### config.mk
export PLATFORM = sky130hd
export DESIGN_NAME = branch_predictor
export DESIGN_NICKNAME = d
export VERILOG_FILES = /design/src/rtl/branch_predictor_pkg.sv /design/src/rtl/branch_predictor_sat_counter2.sv /design/src/rtl/branch_predictor.sv
export SDC_FILE = /design/constraint.sdc
export NUM_CORES = 1
export LEC_CHECK = 0
export ABC_AREA = 1
export CAP_MARGIN = 20
export CORE_ASPECT_RATIO = 0.7
export CORE_MARGIN = 5
export CORE_UTILIZATION = 30
export CTS_CLUSTER_DIAMETER = 60
export DETAILED_ROUTE_END_ITERATION = 12
export DONT_BUFFER_PORTS = 1
export GPL_TIMING_DRIVEN = 0
export MAX_ROUTING_LAYER = met4
export PLACE_DENSITY = 0.47
export SETUP_SLACK_MARGIN = 0.3
export SLEW_MARGIN = 25
export SYNTH_ARGS = -nofsm -noshare
export SYNTH_HDL_FRONTEND = slang
export SYNTH_SLANG_ARGS = --single-unit
### constraint.sdc
create_clock -name clk -period 3.3 [get_ports clk]
set_input_delay 0.495 -clock clk [delete_from_list [all_inputs] [get_ports clk]]
set_output_delay 0.495 -clock clk [all_outputs]
set_load 0.05 [all_outputs]
### src/rtl/branch_predictor_pkg.sv
// Shared constants for the fetch-stage branch predictor and the PC-select mux.
// The prediction codes must match the mux's prediction-input encoding.
package branch_predictor_pkg;

  localparam logic [1:0] PRED_NONE = 2'b00;
  localparam logic [1:0] PRED_NT   = 2'b01;
  localparam logic [1:0] PRED_T    = 2'b10;

  localparam logic [1:0] CTR_SNT = 2'b00;
  localparam logic [1:0] CTR_WNT = 2'b01;
  localparam logic [1:0] CTR_WT  = 2'b10;
  localparam logic [1:0] CTR_ST  = 2'b11;

endpackage

### src/rtl/branch_predictor_sat_counter2.sv
// Next-state logic for one 2-bit saturating direction counter.
module sat_counter2
  import branch_predictor_pkg::*;
(
  input  logic [1:0] ctr_i,
  input  logic       taken_i,
  output logic [1:0] ctr_o
);

  always_comb begin
    ctr_o = ctr_i;
    if (taken_i && (ctr_i != CTR_ST)) begin
      ctr_o = ctr_i + 2'd1;
    end else if (!taken_i && (ctr_i != CTR_SNT)) begin
      ctr_o = ctr_i - 2'd1;
    end
  end

endmodule

### src/rtl/branch_predictor.sv
// Direct-mapped tagged 2-bit-counter direction predictor with static BTFN
// fallback on a miss, execute-stage training and branch/mispredict statistics.
module branch_predictor
  import branch_predictor_pkg::*;
#(
  parameter int ENTRIES = 32,
  parameter int TAG_W   = 8
) (
  input  logic        clk,
  input  logic        rst,
  input  logic        lookup_valid,
  input  logic [31:0] lookup_pc,
  input  logic        lookup_imm_sign,
  input  logic        stall,
  input  logic        upd_valid,
  input  logic [31:0] upd_pc,
  input  logic        upd_taken,
  output logic [1:0]  branch_predict_o,
  output logic        hit_o,
  output logic        mispredict_o,
  output logic [31:0] branch_cnt_o,
  output logic [31:0] mispredict_cnt_o
);

  localparam int IDX_W = $clog2(ENTRIES);
  localparam int TAG_LO = IDX_W + 2;
  localparam int TAG_HI = TAG_W + IDX_W + 1;

  logic [ENTRIES-1:0] valid_q;
  logic [TAG_W-1:0]   tag_q [ENTRIES];
  logic [1:0]         ctr_q [ENTRIES];
  logic [1:0]         pred_q;
  logic [31:0]        branch_cnt_q;
  logic [31:0]        mispredict_cnt_q;

  logic [IDX_W-1:0] lk_idx, up_idx;
  logic [TAG_W-1:0] lk_tag, up_tag;
  logic             lk_hit, up_hit;
  logic [1:0]       ctr_sat, ctr_new;

  assign lk_idx = lookup_pc[IDX_W+1:2];
  assign lk_tag = lookup_pc[TAG_HI:TAG_LO];
  assign up_idx = upd_pc[IDX_W+1:2];
  assign up_tag = upd_pc[TAG_HI:TAG_LO];

  // PC bits outside index/tag do not participate in prediction.
  logic unused_pc_bits;
  assign unused_pc_bits = ^{lookup_pc[31:TAG_HI+1], lookup_pc[1:0],
                            upd_pc[31:TAG_HI+1], upd_pc[1:0]};

  // Lookup: reads the pre-update table, no bypass from a same-cycle write.
  assign lk_hit = valid_q[lk_idx] && (tag_q[lk_idx] == lk_tag);

  always_comb begin
    branch_predict_o = PRED_NONE;
    hit_o            = 1'b0;
    if (lookup_valid) begin
      hit_o = lk_hit;
      if (lk_hit) begin
        branch_predict_o = ctr_q[lk_idx][1] ? PRED_T : PRED_NT;
      end else begin
        branch_predict_o = lookup_imm_sign ? PRED_T : PRED_NT;
      end
    end
  end

  assign up_hit = valid_q[up_idx] && (tag_q[up_idx] == up_tag);

  sat_counter2 u_sat (
    .ctr_i   (ctr_q[up_idx]),
    .taken_i (upd_taken),
    .ctr_o   (ctr_sat)
  );

  // A miss allocates the slot in the weak state matching the outcome.
  assign ctr_new = up_hit ? ctr_sat : (upd_taken ? CTR_WT : CTR_WNT);

  assign mispredict_o = upd_valid && (pred_q != PRED_NONE) && (pred_q[1] != upd_taken);

  always_ff @(posedge clk) begin
    if (rst) begin
      for (int i = 0; i < ENTRIES; i++) begin
        valid_q[i] <= 1'b0;
        ctr_q[i]   <= CTR_WNT;
      end
      pred_q           <= PRED_NONE;
      branch_cnt_q     <= 32'd0;
      mispredict_cnt_q <= 32'd0;
    end else begin
      if (!stall) begin
        pred_q <= branch_predict_o;
      end
      if (upd_valid) begin
        valid_q[up_idx] <= 1'b1;
        ctr_q[up_idx]   <= ctr_new;
        branch_cnt_q    <= branch_cnt_q + 32'd1;
      end
      if (mispredict_o) begin
        mispredict_cnt_q <= mispredict_cnt_q + 32'd1;
      end
    end
  end

  // Tags carry no meaning while the valid bit is clear, so they skip reset.
  always_ff @(posedge clk) begin
    if (upd_valid) begin
      tag_q[up_idx] <= up_tag;
    end
  end

  assign branch_cnt_o     = branch_cnt_q;
  assign mispredict_cnt_o = mispredict_cnt_q;

endmodule

* After elaboration in Yosys (flattened, before gate mapping) *
Memories as Yosys holds them, arrays and structs flattened.
Index checks and enable logic that the tools add are counted.

storage, ports and cells
  register bits after elaboration = 98
  bits in writable memories = 320
  input bits = 71
  output and inout port bits = 68
  word-level logic and storage cells = 53
  memories kept = 2

memories
  name   words  bits a word  rd ports  clocked after Yosys merged registers in  wr ports  RTL line                RTL
  tag_q  32     8            2         0                                        1         branch_predictor.sv:30  logic [TAG_W-1:0] tag_q [ENTRIES];
  ctr_q  32     2            2         0                                        32        branch_predictor.sv:31  logic [1:0] ctr_q [ENTRIES];

operators by class
  add/subtract/negate cells = 4
  $lt $le $gt $ge = 3
  equality and inequality tests = 4
  muxes and demuxes = 24
  bitwise logic cells = 1
  reductions and logical operators = 11

operator list
  operator                 count
  $add A32 B1 Y32 const B  2
  $or A32 B32 Y32          1
  $mux W2                  9
  $eq A8 B8 Y1             2
  $lt A5 B6 Y1 const B     2
  $mux W1                  11
  $bmux W1 S5              2
  $logic_and A1 B1 Y1      7
  $demux W1 S5             1
  $ge A5 B1 Y1 const B     1
  $mux W5                  1
  $reduce_bool A2 Y1       2
  $add A2 B1 Y2 const B    1
  $ne A2 B2 Y1 const B     1
  $reduce_or A2 Y1         1
  $sub A2 B1 Y2 const B    1
  $logic_not A1 Y1         1
  $ne A1 B1 Y1             1

* Logic depth before layout (Yosys ltp) *
Gate-level depths: netlist of the first run.
An unclocked memory read counts as a cell.

  depth after elaboration = 7
  depth in mapped cells = 20
  mapped depth without buffers = 17

* By module *
Synthesis of the first run repeated with hierarchy kept, for this count alone.

second synthesis, totals
  cells, all modules = 2375
  area total of the unflattened synthesis = 20599.8 um^2

by module, submodules not included
  module            instances  cells an instance  area an instance (um^2)  seq. area each (um^2)
  branch_predictor  1          2358               20515.9                  11571.1
  sat_counter2      1          17                 83.8                     0.0

* Least setup slack after synthesis of the first run *
OpenSTA, ideal clock, no wires.

  kind = input port to output port
  start = input port lookup_pc[2]
  end = output port hit_o
  arrival time = 3070 ps
  required time = 2805 ps
  path slack = -265 ps
  cell stages on the path = 16
  buffers on the path = 3
  cell sequence = buf_2 -> inv_2 -> buf_2 -> clkbuf_1 -> nand2_1 -> nand3_1 -> nand3_1 -> nand2_1 -> nand2_1 -> nand3_1 -> nand2_1 -> nand2_1 -> nand2_1 -> nor2_1 -> nand3_1 -> nor3b_1

on the way
  cells in the longest elaborated chain, start to end = 4
  elaborated cells between the ends (all ways) = 6
  those cells by class = 1 x eq/ne; 3 x mux; 1 x reduce/logical; 1 x memory

ends and longest elaborated chain
  element                                        RTL line                RTL
  start: declaration                             branch_predictor.sv:12  input logic [31:0] lookup_pc,
  $mem_v2 Z32 W8 or $bmux W1 S5 (tied branches)  n/a
  $eq A8 B8 Y1 or $mux W1 (tied branches)        branch_predictor.sv:52  assign lk_hit = valid_q[lk_idx] && (tag_q[lk_idx] == lk_tag);
  $logic_and A1 B1 Y1 (*)                        branch_predictor.sv:52
  $mux W1 (*)                                    branch_predictor.sv:57  if (lookup_valid) begin
  end: declaration                               branch_predictor.sv:19  output logic hit_o,

Mark *: on every way between the ends. The rest lies on a longest branch, timed or not. The select of a mux whose other input is x is not followed.

* Worst setup path after layout of the first run *
Ends and elaborated chain as after synthesis.

==> impl_metrics.yaml, run 1 <==
synth:
  synth_ff_type: "edfxtp_1"
  ys_seq_area_frac: 0.5548
  synth_compound_area_frac: 0.1137
  synthXorXnorAreaFrac: 0.005460
  synth_top_area_cell: "edfxtp_1"
  synth_nets: 2456
  netlist_instances: 2381
  yosys.area_share.simple: 0.2714
  synthMuxAreaShare: 0
  syn_area_mm2: 0.02086
  synth_seq_cells: 418
  synth_fa_ha_area_frac: 0.002400
  synth-edff-count: 320
  ys_warn_count: 0
  synthDistinctLibCells: 42
  synth_top_family_by_area: "simple AND/OR/NAND/NOR gates"
  synthTopCellsByArea: "edfxtp_1 (46%), nand2_1 (14%), dfxtp_1 (9.4%)"
  yosys.area.top_type_share: 0.4608
  async_flop_share: 0
  syn_avg_cell_area_um2: 8.759
global_route:
  grt_util_all_layers: 0.2671
  grt_pass1_wl_um: 139500
  grt_max_degree: 33
  grt_util_met2: 0.3431
  grt_pass1_vias: 18270
  antenna_found_initial: 1
  top_usage_layer: "met1"
  grt_overflow_total: 0
  gr-usage-met3: 0.1128
  grtUsageMet1: 0.3761
min_path:
  hold_class: "input port to register"
routing:
  drt_first_pass_iters: 6
  postRouteAntennaNets: 0
  vias_per_cell: 5.802
  detail_route.iter0.violations: 3331
  drt_wl_total_um: 102100
  wl_per_cell_um: 29.48
  vias: 20103
  drc: 0
run:
  max-cap-violations: 0
clock_tree:
  cts.sinks: 418
  cts_root_buffer: "clkbuf_16"
  cts_buffer_depth: 3
  htreeDepth: 2
  cts_buffers: 49
  cts_tree: "done"
  path_clk_slew_ns: 0.06
  clock_latency_ns: 0.64
power_and_ir_drop:
  p_sw_frac: 0.2797
  power_mw: 13.22
  ir_worst_vdd_uv: 395.3
  pwr-share-seq: 0.440
  leakage_nw: 9.891
  combPwrFrac: 0.130
  power_frac_clock: 0.430
  p_switching_mw: 3.697
  powerDensity_mw_per_mm2: 498.1
  p_int_mw: 9.523
critical_path:
  cp.required_ns: 2.80
  crit_path_max_fanout: 8
  worstPathArrival_ns: 2.83
  endpoint_kind: "output pin"
  critical_path_class: "input port to output pin"
  setup.worst_path.start_class: "input port"
timing:
  worst_hold_slack_ns: 0.08977
  max_freq_ghz: 0.3005
  finalCritPeriodShare: 1.008
  hold_viol: 0
  min_period_ns: 3.328
  setup_viol: 2
  final.setup.worst_slack_ns: -0.02799
  worst_pin_slew_ns: 1.029
  slew_headroom: 0.3135
  maxSlewViolCount: 0
  skew_ns: 0.04053
  rsz0062_at_grt: "yes"
finish:
  finalNetCount: 2598
  layout_common_cells: "nand2_1 (727), edfxtp_1 (320), nand3_1 (204)"
  postLayoutCoreUtil: 0.3876
  drive_gt1_frac: 0.2049
  final_common_cell: "nand2_1"
  syn_to_final_growth_pct: 27.26
floorplan:
  die-area_mm2: 0.07497
  die_x_um: 325.1
  die_h_um: 230.6
  initial_core_util: 0.3046
  fp.coreArea_mm2: 0.06847
  io_pins: 139
  fp-row-count: 80
placed_design:
  hpwl_um: 71340
  pre_cts_ws_ns: -1.465
  numPortBuffers: 0
  finalWeightedCongestion: 1.005
outcome:
  violations: "setup timing"
  run_status: "complete, but fails checks"
-- per-layer routing --
metal	part of all wire	wire, µm
met5	0	0
met4	0.036	3642
met3	0.16	16600
met2	0.38	39060
met1	0.42	42840
-- registers in the layout, indices dropped and copies added (netlist names) --
| signal | flops |
|---|---|
| valid_q | 32 |
| branch_cnt_o | 32 |
| mispredict_cnt_o | 32 |
| ctr_q | 64 |
| tag_q | 256 |
| pred_q | 2 |
-- critical path, stage by stage --
cell and delay (ns):
buf_12 0.12, buf_12 0.14, buf_16 0.16, clkbuf_16 0.19
nand2_4 0.07, nand3_4 0.07, nand3_4 0.16, nand2_2 0.08
nand2_2 0.07, nand3_4 0.14, nand3_2 0.14, nand2_1 0.07
nor2_2 0.11, nand3_2 0.12, buf_4 0.16, nor3b_4 0.52
-- cells by family (layout without fill, tap and decap cells) --
logic type	Yosys count	in the layout
AND/OR/NAND/NOR	1319	1319
XOR/XNOR	13	13
other	0	1
buffers and inverters	268	449
AO/OA/AOI/OAI	359	359
adder cells (fa/ha/maj)	4	4
flip-flops	418	418
-- power by group through the flow --
stage                     Sequential [mW]  Clock, mW  Combinational, mW
final                                5.82       5.68               1.72
after global routing                 5.82       5.94               1.76
after CTS                            5.82       5.74               1.55
after detailed placement             5.93          0               1.25
after floorplan                      5.91          0              0.699
after global placement               5.93          0               1.22
-- per-stage QoR --
stage | TNS [ns] | cells | instance area (µm²)
2_1_floorplan | 0 | 2381 | 20870
3_3_place_gp | -334.60 | 3283 | 21990
3_5_place_dp | -93.31 | 3308 | 22430
4_1_cts | 0 | 3444 | 25940
5_1_grt | -0.2215 | 3465 | 26540
6_report | -0.03539 | 3465 | 26540
-- cell usage after synthesis (10+ instances only) --
| master | number |
|---|---|
| a21oi_2 | 31 |
| a21oi_1 | 59 |
| o21ai_0 | 86 |
| a22oi_1 | 160 |
| nand4_1 | 17 |
| dfxtp_1 | 98 |
| nand3b_1 | 34 |
| nand3_1 | 280 |
| clkbuf_1 | 77 |
| edfxtp_1 | 320 |
| nor3_1 | 32 |
| inv_2 | 12 |
| inv_1 | 121 |
| buf_1 | 10 |
| buf_2 | 38 |
| nand2_1 | 768 |
| nor2_1 | 147 |
-- layout make-up --
cell class,count,area (µm²)
inverters,136,551.8
flip-flops and latches,418,11580
multi-input cells,1695,9095
clock inverters,30,341.6
diodes,1,2.502
well taps,902,1129
plain buffers,132,1338
repair buffers,90,1185
clock buffers,60,1309
fillers,6754,41930
repair inverters,1,6.256
-- path summary, 6_finish.rpt --
| kind | from | to | slack (ns) | cells after the start |
|---|---|---|---|---|
| max | lookup_pc[2] | hit_o | -0.03 | 16 |
| min | stall | pred_q[1]$_SDFFE_PP0N_ | 0.09 | 2 |
| max reg2reg | ctr_q[28][0]$_SDFFCE_PN1P_ | ctr_q[17][1]$_SDFFCE_PN0P_ | 0.43 | 14 |
| min reg2reg | valid_q[7]$_SDFFE_PP0P_ | valid_q[7]$_SDFFE_PP0P_ | 0.48 | 2 |
-- timing repair --
item | in CTS | in global routing
hold buffers | 8 | 0
resized for setup | 339 | 120
pin swaps | 34 | 57
setup buffers | 26 | 18
endpoints found under the setup margin | 82 | 72
cloned | 12 | 2
endpoints found under the hold margin | 256 | 0
(Power assumes the default switching activity.)
==> inputs of run 2 (changes only) <==
- TNS_END_PERCENT: default -> 1
==> run 2 against run 1 <==
  * The run still ends with setup timing left
  * Via count shrank 1.7%
  * Core utilization fell by 1.0 points
  * Non-clock buffer count down 37
  * Global-route usage shrank 0.30 points
  * Register-to-register slack got worse by 0.12 ns
  * Cell area shrank 2.6%
  * Cell count is 0.95% lower
  * Sequential power about the same
  * Flip-flop and latch count is the same
  * Sequential share of layout area is 1.2 points higher
  * Hold slack about the same
  * Largest cell class unchanged
==> impl_metrics.yaml, run 2 (synthesis results as in run 1) <==
global_route:
  grt_util_all_layers: 0.2641
  grt_pass1_vias: 17956
  grt_pass1_wl_um: 137900
  antenna_found_initial: 5
  grt_max_degree: 33
  grt_overflow_total: 0
routing:
  vias: 19754
  postRouteAntennaNets: 0
  dr_wl_met3_um: 16020
  drc: 0
  vias_per_cell: 5.756
  drt_wl_total_um: 101200
  top_layer_used: "met4"
  drt_first_pass_iters: 7
  drt-met1-wl_um: 43310
  detail_route.iter0.violations: 3412
  wl_per_cell_um: 29.49
  wl_met2_um: 39220
clock_tree:
  cts_buffer_depth: 3
  cts_tree: "done"
  clock_latency_ns: 0.64
  cts_root_buffer: "clkbuf_16"
  cts.sinks: 418
  cts_buffers: 49
  htreeDepth: 2
  path_clk_slew_ns: 0.06
floorplan:
  die-area_mm2: 0.07497
  die_h_um: 230.6
  io_pins: 139
  die_x_um: 325.1
  fp.coreArea_mm2: 0.06847
  initial_core_util: 0.3046
  fp-row-count: 80
placed_design:
  finalWeightedCongestion: 1.005
  postPlaceCellArea_mm2: 0.02243
  numPortBuffers: 0
  hpwl_um: 71340
  place_inst: 3308
finish:
  largest_reg_flops: 256
  regMostFlops: "tag_q"
  finalNetCount: 2561
  drive_gt1_frac: 0.1786
  final_common_cell: "nand2_1"
  design_area_mm2: 0.02584
  layout_common_cells: "nand2_1 (751), edfxtp_1 (320), nand3_1 (223)"
  fin_cells: 3432
  syn_to_final_growth_pct: 23.90
  top_regs: "tag_q (256), ctr_q (64)"
min_path:
  min_path_cells: 2
  hp-start: "stall"
  holdPathEnd: "pred_q[1]$_SDFFE_PP0N_"
  hold_class: "input port to register"
critical_path:
  r2r_end: "ctr_q[24][1]$_SDFFCE_PN0P_"
  crit_path_max_fanout: 10
  cp.required_ns: 2.80
  r2r_slack_ns: 0.31
  worstPathArrival_ns: 2.82
  r2r_cells: 13
  endpoint_kind: "output pin"
  setup.worst_path.start_class: "input port"
  critical_path_class: "input port to output pin"
  rr_startpoint: "tag_q[15][6]$_DFFE_PP_"
timing:
  final.setup.worst_slack_ns: -0.01454
  skew_ns: 0.03973
  fin_tns_setup_ns: -0.02974
  maxSlewViolCount: 0
  hold_viol: 0
  finalCritPeriodShare: 1.004
  rsz0062_at_grt: "yes"
  max_freq_ghz: 0.3017
  setup_viol: 3
  worst_pin_slew_ns: 1.025
  slew_headroom: 0.3159
  min_period_ns: 3.315
power_and_ir_drop:
  ir_worst_vdd_uv: 418.3
  powerDensity_mw_per_mm2: 508.4
  leakage_nw: 9.552
outcome:
  violations: "setup timing"
  run_status: "complete, but fails checks"
run:
  max-cap-violations: 0
-- run 2: cell count changes in the layout (fill, tap and decap cells not counted), sizes merged --
cell | previous run | this run
clkinv | 20 | 21
inv | 133 | 132
diode | 1 | 5
buf | 140 | 108
bufbuf | 1 | 0
clkbuf | 141 | 137
-- run 2: cell type report --
| class | count | area, µm² |
|---|---|---|
| fill | 6802 | 42630 |
| sequential | 418 | 11580 |
| multi-input combinational | 1695 | 8957 |
| clock buffer | 60 | 1309 |
| buffer | 132 | 1255 |
| tap | 902 | 1129 |
| timing repair buffer | 53 | 696.9 |
| inverter | 136 | 548.0 |
| clock inverter | 30 | 341.6 |
| antenna | 5 | 12.51 |
| timing repair inverter | 1 | 8.758 |
-- run 2: worst max-delay path by stage --
| stage | startpoint | to | cells past startpoint |
|---|---|---|---|
| after floorplan | lookup_pc[2] | branch_predict_o[0] | 18 |
| after global placement | upd_pc[4] | ctr_q[31][0]$_SDFFCE_PN1P_ | 7 |
| after detailed placement | lookup_pc[2] | branch_predict_o[0] | 18 |
| after CTS | lookup_pc[2] | branch_predict_o[1] | 17 |
| after global routing | tag_q[13][3]$_DFFE_PP_ | branch_predict_o[0] | 16 |
| final | lookup_pc[2] | branch_predict_o[1] | 15 |
-- run 2: routing by layer --
metal / global-route usage / up-vias
li1: - / 8496
met1: 0.3838 / 9572
met2: 0.3429 / 1501
met3: 0.09408 / 185
met4: 0.07134 / 0
met5: - / -
-- run 2: worst max-delay path: stages --
cell and delay [ns]:
buf_12 0.13, clkinv_8 0.08, buf_16 0.17, buf_6 0.20
clkbuf_8 0.22, o21ai_0 0.10, o221ai_1 0.30, nand3_1 0.14
nand2_2 0.14, nand2_1 0.08, nand2_2 0.14, inv_1 0.06
nand3_1 0.12, nand3_4 0.16, clkinvlp_4 0.25
-- run 2: timing repair --
action / in CTS / in global routing
endpoints found under the setup margin: 82 / 76
resized for setup: 282 / 112
cloned: 3 / 6
hold buffers: 8 / 0
hold endpoints to repair: 256 / 0
buffers inserted: 8 / 4
pin swaps: 12 / 68
-- run 2: where the power goes --
part	internal, mW	switching (mW)	total (mW)	leakage, nW
Sequential	5.75	0.0701	5.82	3.73
Clock	3.25	2.44	5.69	0.793
Combinational	0.464	1.17	1.63	5.03
-- run 2: through the flow --
step / hold slack (ns) / setup WS (ns) / utilization / power [mW]
final: 0.08935 / -0.01454 / 0.3774 / 13.14
after CTS: 0.06237 / -0.008038 / 0.3701 / 13.03
after detailed placement: 0.4693 / -1.465 / 0.3277 / 7.177
after global placement: 0.4628 / -1.653 / 0.3213 / 7.153
after global routing: 0.08623 / -0.1237 / 0.3773 / 13.43
after floorplan: 0.4416 / 0.2861 / - / 6.606
==> patch 1: new RTL, settings of run 1 <==
Put one more register stage on the output `mispredict_cnt_o`, without a reset. The value now appears one clock later. The other outputs are not delayed to match.
--- a/src/rtl/branch_predictor.sv
+++ b/src/rtl/branch_predictor.sv
@@ -109,7 +109,9 @@
   end
 
   assign branch_cnt_o     = branch_cnt_q;
-  assign mispredict_cnt_o = mispredict_cnt_q;
+  always_ff @(posedge clk) begin
+    mispredict_cnt_o <= mispredict_cnt_q;
+  end
 
 endmodule
 
Behaviour: not the same (a bounded check fails within 4 cycles, from zero or initial values and one cycle with rst high).
==> patch 1 against run 1 <==
  * The flow still finishes with violations (setup timing)
  * Via count is 0.22% lower
  * Worst setup slack got worse by 0.034 ns
  * Clock power fell by 2%
  * Count of clock-buffer cells in the layout up 10
  * Sequential cell count is 32 higher
  * Area after synthesis is 3.4% higher
  * Power increased by 0.40%
  * Cell area is essentially flat
  * Critical endpoint is now branch_predict_o[0]
  * Worst hold slack better by 0.0073 ns
  * Sequential power is 6.0% higher
  * Sequential share of layout area rose by 2.4 points
  * Largest power group unchanged
  * Routed wire length is 3.8% lower
==> patch 1: results (changes against run 1) <==
<table>
<tr><th>Metric</th><th>Value</th></tr>
<tr><th colspan="2">Setup path</th></tr>
<tr><td>CP peak stage delay</td><td>0.27 ns (-0.25 ns)</td></tr>
<tr><td>Capture point of the critical path</td><td>branch_predict_o[0]</td></tr>
<tr><th colspan="2">Timing</th></tr>
<tr><td>Setup-failing EPs final</td><td>1 (-1)</td></tr>
<tr><td>Setup_tns</td><td>-0.06238 ns (-0.02699 ns)</td></tr>
<tr><td>Worst-case setup margin in the final layout</td><td>-0.06238 ns (-0.03439 ns)</td></tr>
<tr><th colspan="2">Synthesis</th></tr>
<tr><td>Most used standard cells in the synthesized netlist</td><td>767 x nand2_1, 320 x edfxtp_1, 283 x nand3_1, 160 x a22oi_1, 148 x nor2_1</td></tr>
<tr><td>Fraction of synthesized cell area in xor and xnor cells</td><td>0.5281% (-0.018 points)</td></tr>
<tr><td>Post-synth net total</td><td>2508 (+2.1%)</td></tr>
<tr><td>Sequential area share after synthesis</td><td>56.64% (+1.2 points)</td></tr>
<tr><th colspan="2">Routing</th></tr>
<tr><td>Wire length after detailed routing</td><td>98230 µm (-3.8%)</td></tr>
<tr><td>Detail-routed via count per cell</td><td>5.631 (-2.9%)</td></tr>
<tr><td>Drt wl/cell</td><td>27.58 µm (-6.5%)</td></tr>
<tr><td>Detailed router's first-iteration violation count</td><td>2998 (-10%)</td></tr>
<tr><th colspan="2">Layout</th></tr>
<tr><td>Count of multi-input gates</td><td>1705 (+0.59%)</td></tr>
<tr><td>Filler Cells Inserted</td><td>7192 (+6.5%)</td></tr>
<tr><td>Area occupied by multi-input gates</td><td>8897 µm² (-2.2%)</td></tr>
<tr><td>Number of sequential cells in the layout</td><td>450 (+7.7%)</td></tr>
<tr><td>Share of cells above drive strength 1</td><td>17.23% (-3.3 points)</td></tr>
<tr><td>Non-Clock Buffer Count</td><td>207 (-6.8%)</td></tr>
<tr><td>Clock network area share</td><td>5.977% (-0.24 points)</td></tr>
<tr><th colspan="2">Power</th></tr>
<tr><td>Relative contribution of combinational cells to total power</td><td>11.6% (-1.4 points)</td></tr>
<tr><td>Static Leakage</td><td>9.771 nW (-1.2%)</td></tr>
<tr><th colspan="2">Global routing</th></tr>
<tr><td>Wire length of the first global-routing pass</td><td>134600 µm (-3.5%)</td></tr>
<tr><td>Initial antenna violation count</td><td>4 (+3)</td></tr>
<tr><th colspan="2">Place</th></tr>
<tr><td>Hpwl dp</td><td>66320 µm (-7.0%)</td></tr>
<tr><td>Final estimated routing congestion in global placement</td><td>0.9735 (-3.1%)</td></tr>
<tr><td>Post-place setup slack</td><td>-1.342 ns (+0.1222 ns)</td></tr>
<tr><td>Area after detailed placement</td><td>23150 µm² (+3.2%)</td></tr>
<tr><th colspan="2">Outcome</th></tr>
<tr><td>Failing checks</td><td>setup timing</td></tr>
<tr><td>Status</td><td>complete, but fails checks</td></tr>
</table>
## patch 1: cell types whose count changed in the layout (fill, tap and decap cells not counted), moves of 13 or more
cell      before  now
nand3_1      204  242
dfxtp_1       93  126
nand3b_1      34    4
nand4_1       17   44
nand3_2       59   35
nor2_2        41   21
nor2_4         9   29
nand2_1      727  741
buf_6         27   14
## patch 1: metal layers
metal	wire (µm)	GRT usage, %
met2	39610	33.75
met3	12650	7.454
met1	42240	35.53
met5	0	-
met4	3725	9.146
## patch 1: worst min path at each step
| stage | from | end | slack (ns) |
|---|---|---|---|
| after floorplan | mispredict_cnt_q[29] | mispredict_cnt_o[29] | 0.33 |
| after global placement | mispredict_cnt_q[29] | mispredict_cnt_o[29] | 0.35 |
| after detailed placement | mispredict_cnt_q[31] | mispredict_cnt_o[31] | 0.35 |
| after CTS | stall | pred_q[1] | 0.06 |
| after global routing | stall | pred_q[1] | 0.11 |
| final | stall | pred_q[1] | 0.1 |
## patch 1: cell families after synthesis
| group | after synthesis |
|---|---|
| AND/OR/NAND/NOR | 1324 |
| XOR/XNOR | 13 |
| buffers and inverters | 278 |
| flip-flops | 450 |
| AO/OA/AOI/OAI | 364 |
| adder cells (fa/ha/maj) | 4 |
## patch 1: what timing repair did
item	in CTS	in global routing
cloned	5	4
pin swaps	43	23
resized for setup	248	88
hold buffers	8	0
endpoints found under the hold margin	256	0
buffers inserted	23	18
setup endpoints to repair	84	86
## patch 1: worst register-to-register path, cell delays in order, from the launching register on
cell,delay [ns]
edfxtp_1,0.45
a22oi_2,0.21
a21oi_2,0.09
or2_2,0.29
nor3_1,0.17
nand2_1,0.17
ha_1,0.22
nor2_1,0.11
inv_1,0.09
nand2_1,0.11
nand2_1,0.08
a21oi_2,0.20
nand3_4,0.10
buf_12,0.17
buf_6,0.17
a21oi_2,0.14
==> patch 2: new RTL, settings of run 1 <==
Made on the original files. Change the parameter `ENTRIES` from 32 to 16.
--- a/src/rtl/branch_predictor.sv
+++ b/src/rtl/branch_predictor.sv
@@ -3,7 +3,7 @@
 module branch_predictor
   import branch_predictor_pkg::*;
 #(
-  parameter int ENTRIES = 32,
+  parameter int ENTRIES = 16,
   parameter int TAG_W   = 8
 ) (
   input  logic        clk,
Formal check against the unedited RTL: not equivalent (a bounded check fails within 4 cycles, from zero or initial values and one cycle with rst high).
==> patch 2 against run 1 <==
  * Area after synthesis down 40%
  * Routed wire length fell by 54%
  * Maximum frequency rose by 7.0%
  * Power fell by 45%
  * Cell area down 44%
  * Sequential cell count fell by 176
  * Worst setup slack improved by 0.22 ns
  * Highest routed layer unchanged
  * Count of clock-buffer cells in the layout decreased by 20
  * Sequential share of layout area shrank 0.12 points
  * Final cell count shrank 38%
==> patch 2: results (changes against run 1) <==
<table>
<tr><th>Metric</th><th>Value</th></tr>
<tr><th colspan="2">Routing</th></tr>
<tr><td>Detailed router's first-iteration violation count</td><td>1500 (-55%)</td></tr>
<tr><td>Wire length after detailed routing</td><td>47170 µm (-54%)</td></tr>
<tr><th colspan="2">Outcome</th></tr>
<tr><td>Status</td><td>finished, final reports clean</td></tr>
<tr><th colspan="2">Place</th></tr>
<tr><td>Final estimated routing congestion in global placement</td><td>0.9303 (-7.4%)</td></tr>
<tr><td>Post-place setup slack</td><td>-0.8483 ns (+0.6162 ns)</td></tr>
<tr><td>Area after detailed placement</td><td>13390 µm² (-40%)</td></tr>
<tr><th colspan="2">Layout</th></tr>
<tr><td>Flip-flop count of the largest register after layout</td><td>128 (-50%)</td></tr>
<tr><td>Number of diodes</td><td>0 (-1)</td></tr>
<tr><td>Filler Cells Inserted</td><td>4255 (-37%)</td></tr>
<tr><td>Layout Nets</td><td>1666 (-36%)</td></tr>
<tr><th colspan="2">Global routing</th></tr>
<tr><td>Number of global-route vias before repair</td><td>10490 (-43%)</td></tr>
<tr><td>Maximum number of pins on one net before global-route repair</td><td>19 (-42%)</td></tr>
<tr><td>Wire length of the first global-routing pass</td><td>68890 µm (-51%)</td></tr>
<tr><td>Initial antenna violation count</td><td>0 (-1)</td></tr>
<tr><th colspan="2">CTS</th></tr>
<tr><td>TritonCTS Buffers</td><td>28 (-43%)</td></tr>
<tr><td>Count of H-tree levels built during CTS</td><td>1 (-1)</td></tr>
<tr><td>Buffers inserted by post-CTS timing repair</td><td>6 (-77%)</td></tr>
<tr><td>Number of buffers inserted by hold repair at cts</td><td>4 (-4)</td></tr>
<tr><th colspan="2">Setup path</th></tr>
<tr><td>Arrival time of data at the critical path endpoint</td><td>2.62 ns (-0.21 ns)</td></tr>
<tr><td>CP peak stage delay</td><td>0.32 ns (-0.20 ns)</td></tr>
<tr><td>Cell with the biggest individual delay on the critical path</td><td>clkbuf_4</td></tr>
<tr><td>Crit-path max FO</td><td>10 (+2)</td></tr>
<tr><th colspan="2">Power</th></tr>
<tr><td>Static Leakage</td><td>5.740 nW (-42%)</td></tr>
<tr><td>Maximum resistive drop on vdd</td><td>417.2 µV (+5.6%)</td></tr>
<tr><th colspan="2">Synthesis</th></tr>
<tr><td>Most used standard cells in the synthesized netlist</td><td>394 x nand2_1, 191 x inv_1, 160 x edfxtp_1, 137 x nor2_1, 120 x nand3_1</td></tr>
<tr><td>Number of enable flip-flop cells after synthesis</td><td>160 (-50%)</td></tr>
<tr><td>Distinct cell type count after synthesis</td><td>45 (+7.1%)</td></tr>
<tr><td>Synth Area per Inst</td><td>8.164 µm² (-6.8%)</td></tr>
<tr><td>Top cells by area in the synthesized netlist</td><td>edfxtp_1 38%, dfxtp_1 13%, nand2_1 12%</td></tr>
<tr><td>Post-synth net total</td><td>1609 (-34%)</td></tr>
<tr><th colspan="2">Timing</th></tr>
<tr><td>Slew at the pin closest to its max-slew limit</td><td>0.9982 ns (-0.03053 ns)</td></tr>
</table>
patch 2: cell types whose count changed in the layout (fill, tap and decap cells not counted), moves of 36 or more:
cell              run 1  this run
edfxtp_1            320       160
clkbuf_16            66        30
inv_1               115       189
nand3_2              59        22
nand3_1             204        95
nand2_1             727       387
a22oi_1             158        83
patch 2: final timing paths:
kind,from,endpoint,slack [ns],cells after the start
setup reg to reg,branch_cnt_o[3],branch_cnt_o[24],0.54,10
hold / removal,upd_pc[6],tag_q[12][0],0.03,0
setup / recovery,lookup_pc[3],branch_predict_o[1],0.19,12
hold reg to reg,valid_q[6],valid_q[6],0.51,2
patch 2: worst register-to-register path: cells and delay by family (launching register included):
kind          cells  cell delay (ns)
buf+inv           2             0.20
xor+xnor          1             0.17
flops             1             0.72
simple gates      7             1.56
patch 2: final cells by class:
cell class	instances	area, µm²	area share, %
multi-input combinational	1028	5316	35.86
timing repair buffer	27	272.8	1.840
inverter	196	750.7	5.063
sequential	242	6452	43.52
buffer	68	429.2	2.895
tap	544	680.7	4.591
clock buffer	40	808.3	5.451
clock inverter	12	116.4	0.7848
patch 2: layer usage:
layer / up-vias / share of wire [%] / GRT usage [%]
met5: - / 0 / -
met4: 0 / 2.7 / 5.281
met3: 83 / 9.1 / 4.140
met2: 559 / 41 / 27.88
met1: 5365 / 47 / 30.48
li1: 5300 / - / -
patch 2: power groups by stage:
stage	clock network (mW)	logic, mW	registers, mW
after floorplan	0	0.417	3.38
after global placement	0	0.641	3.39
after detailed placement	0	0.652	3.39
after CTS	3.25	0.702	3.33
after global routing	3.37	0.795	3.33
final	3.19	0.737	3.33
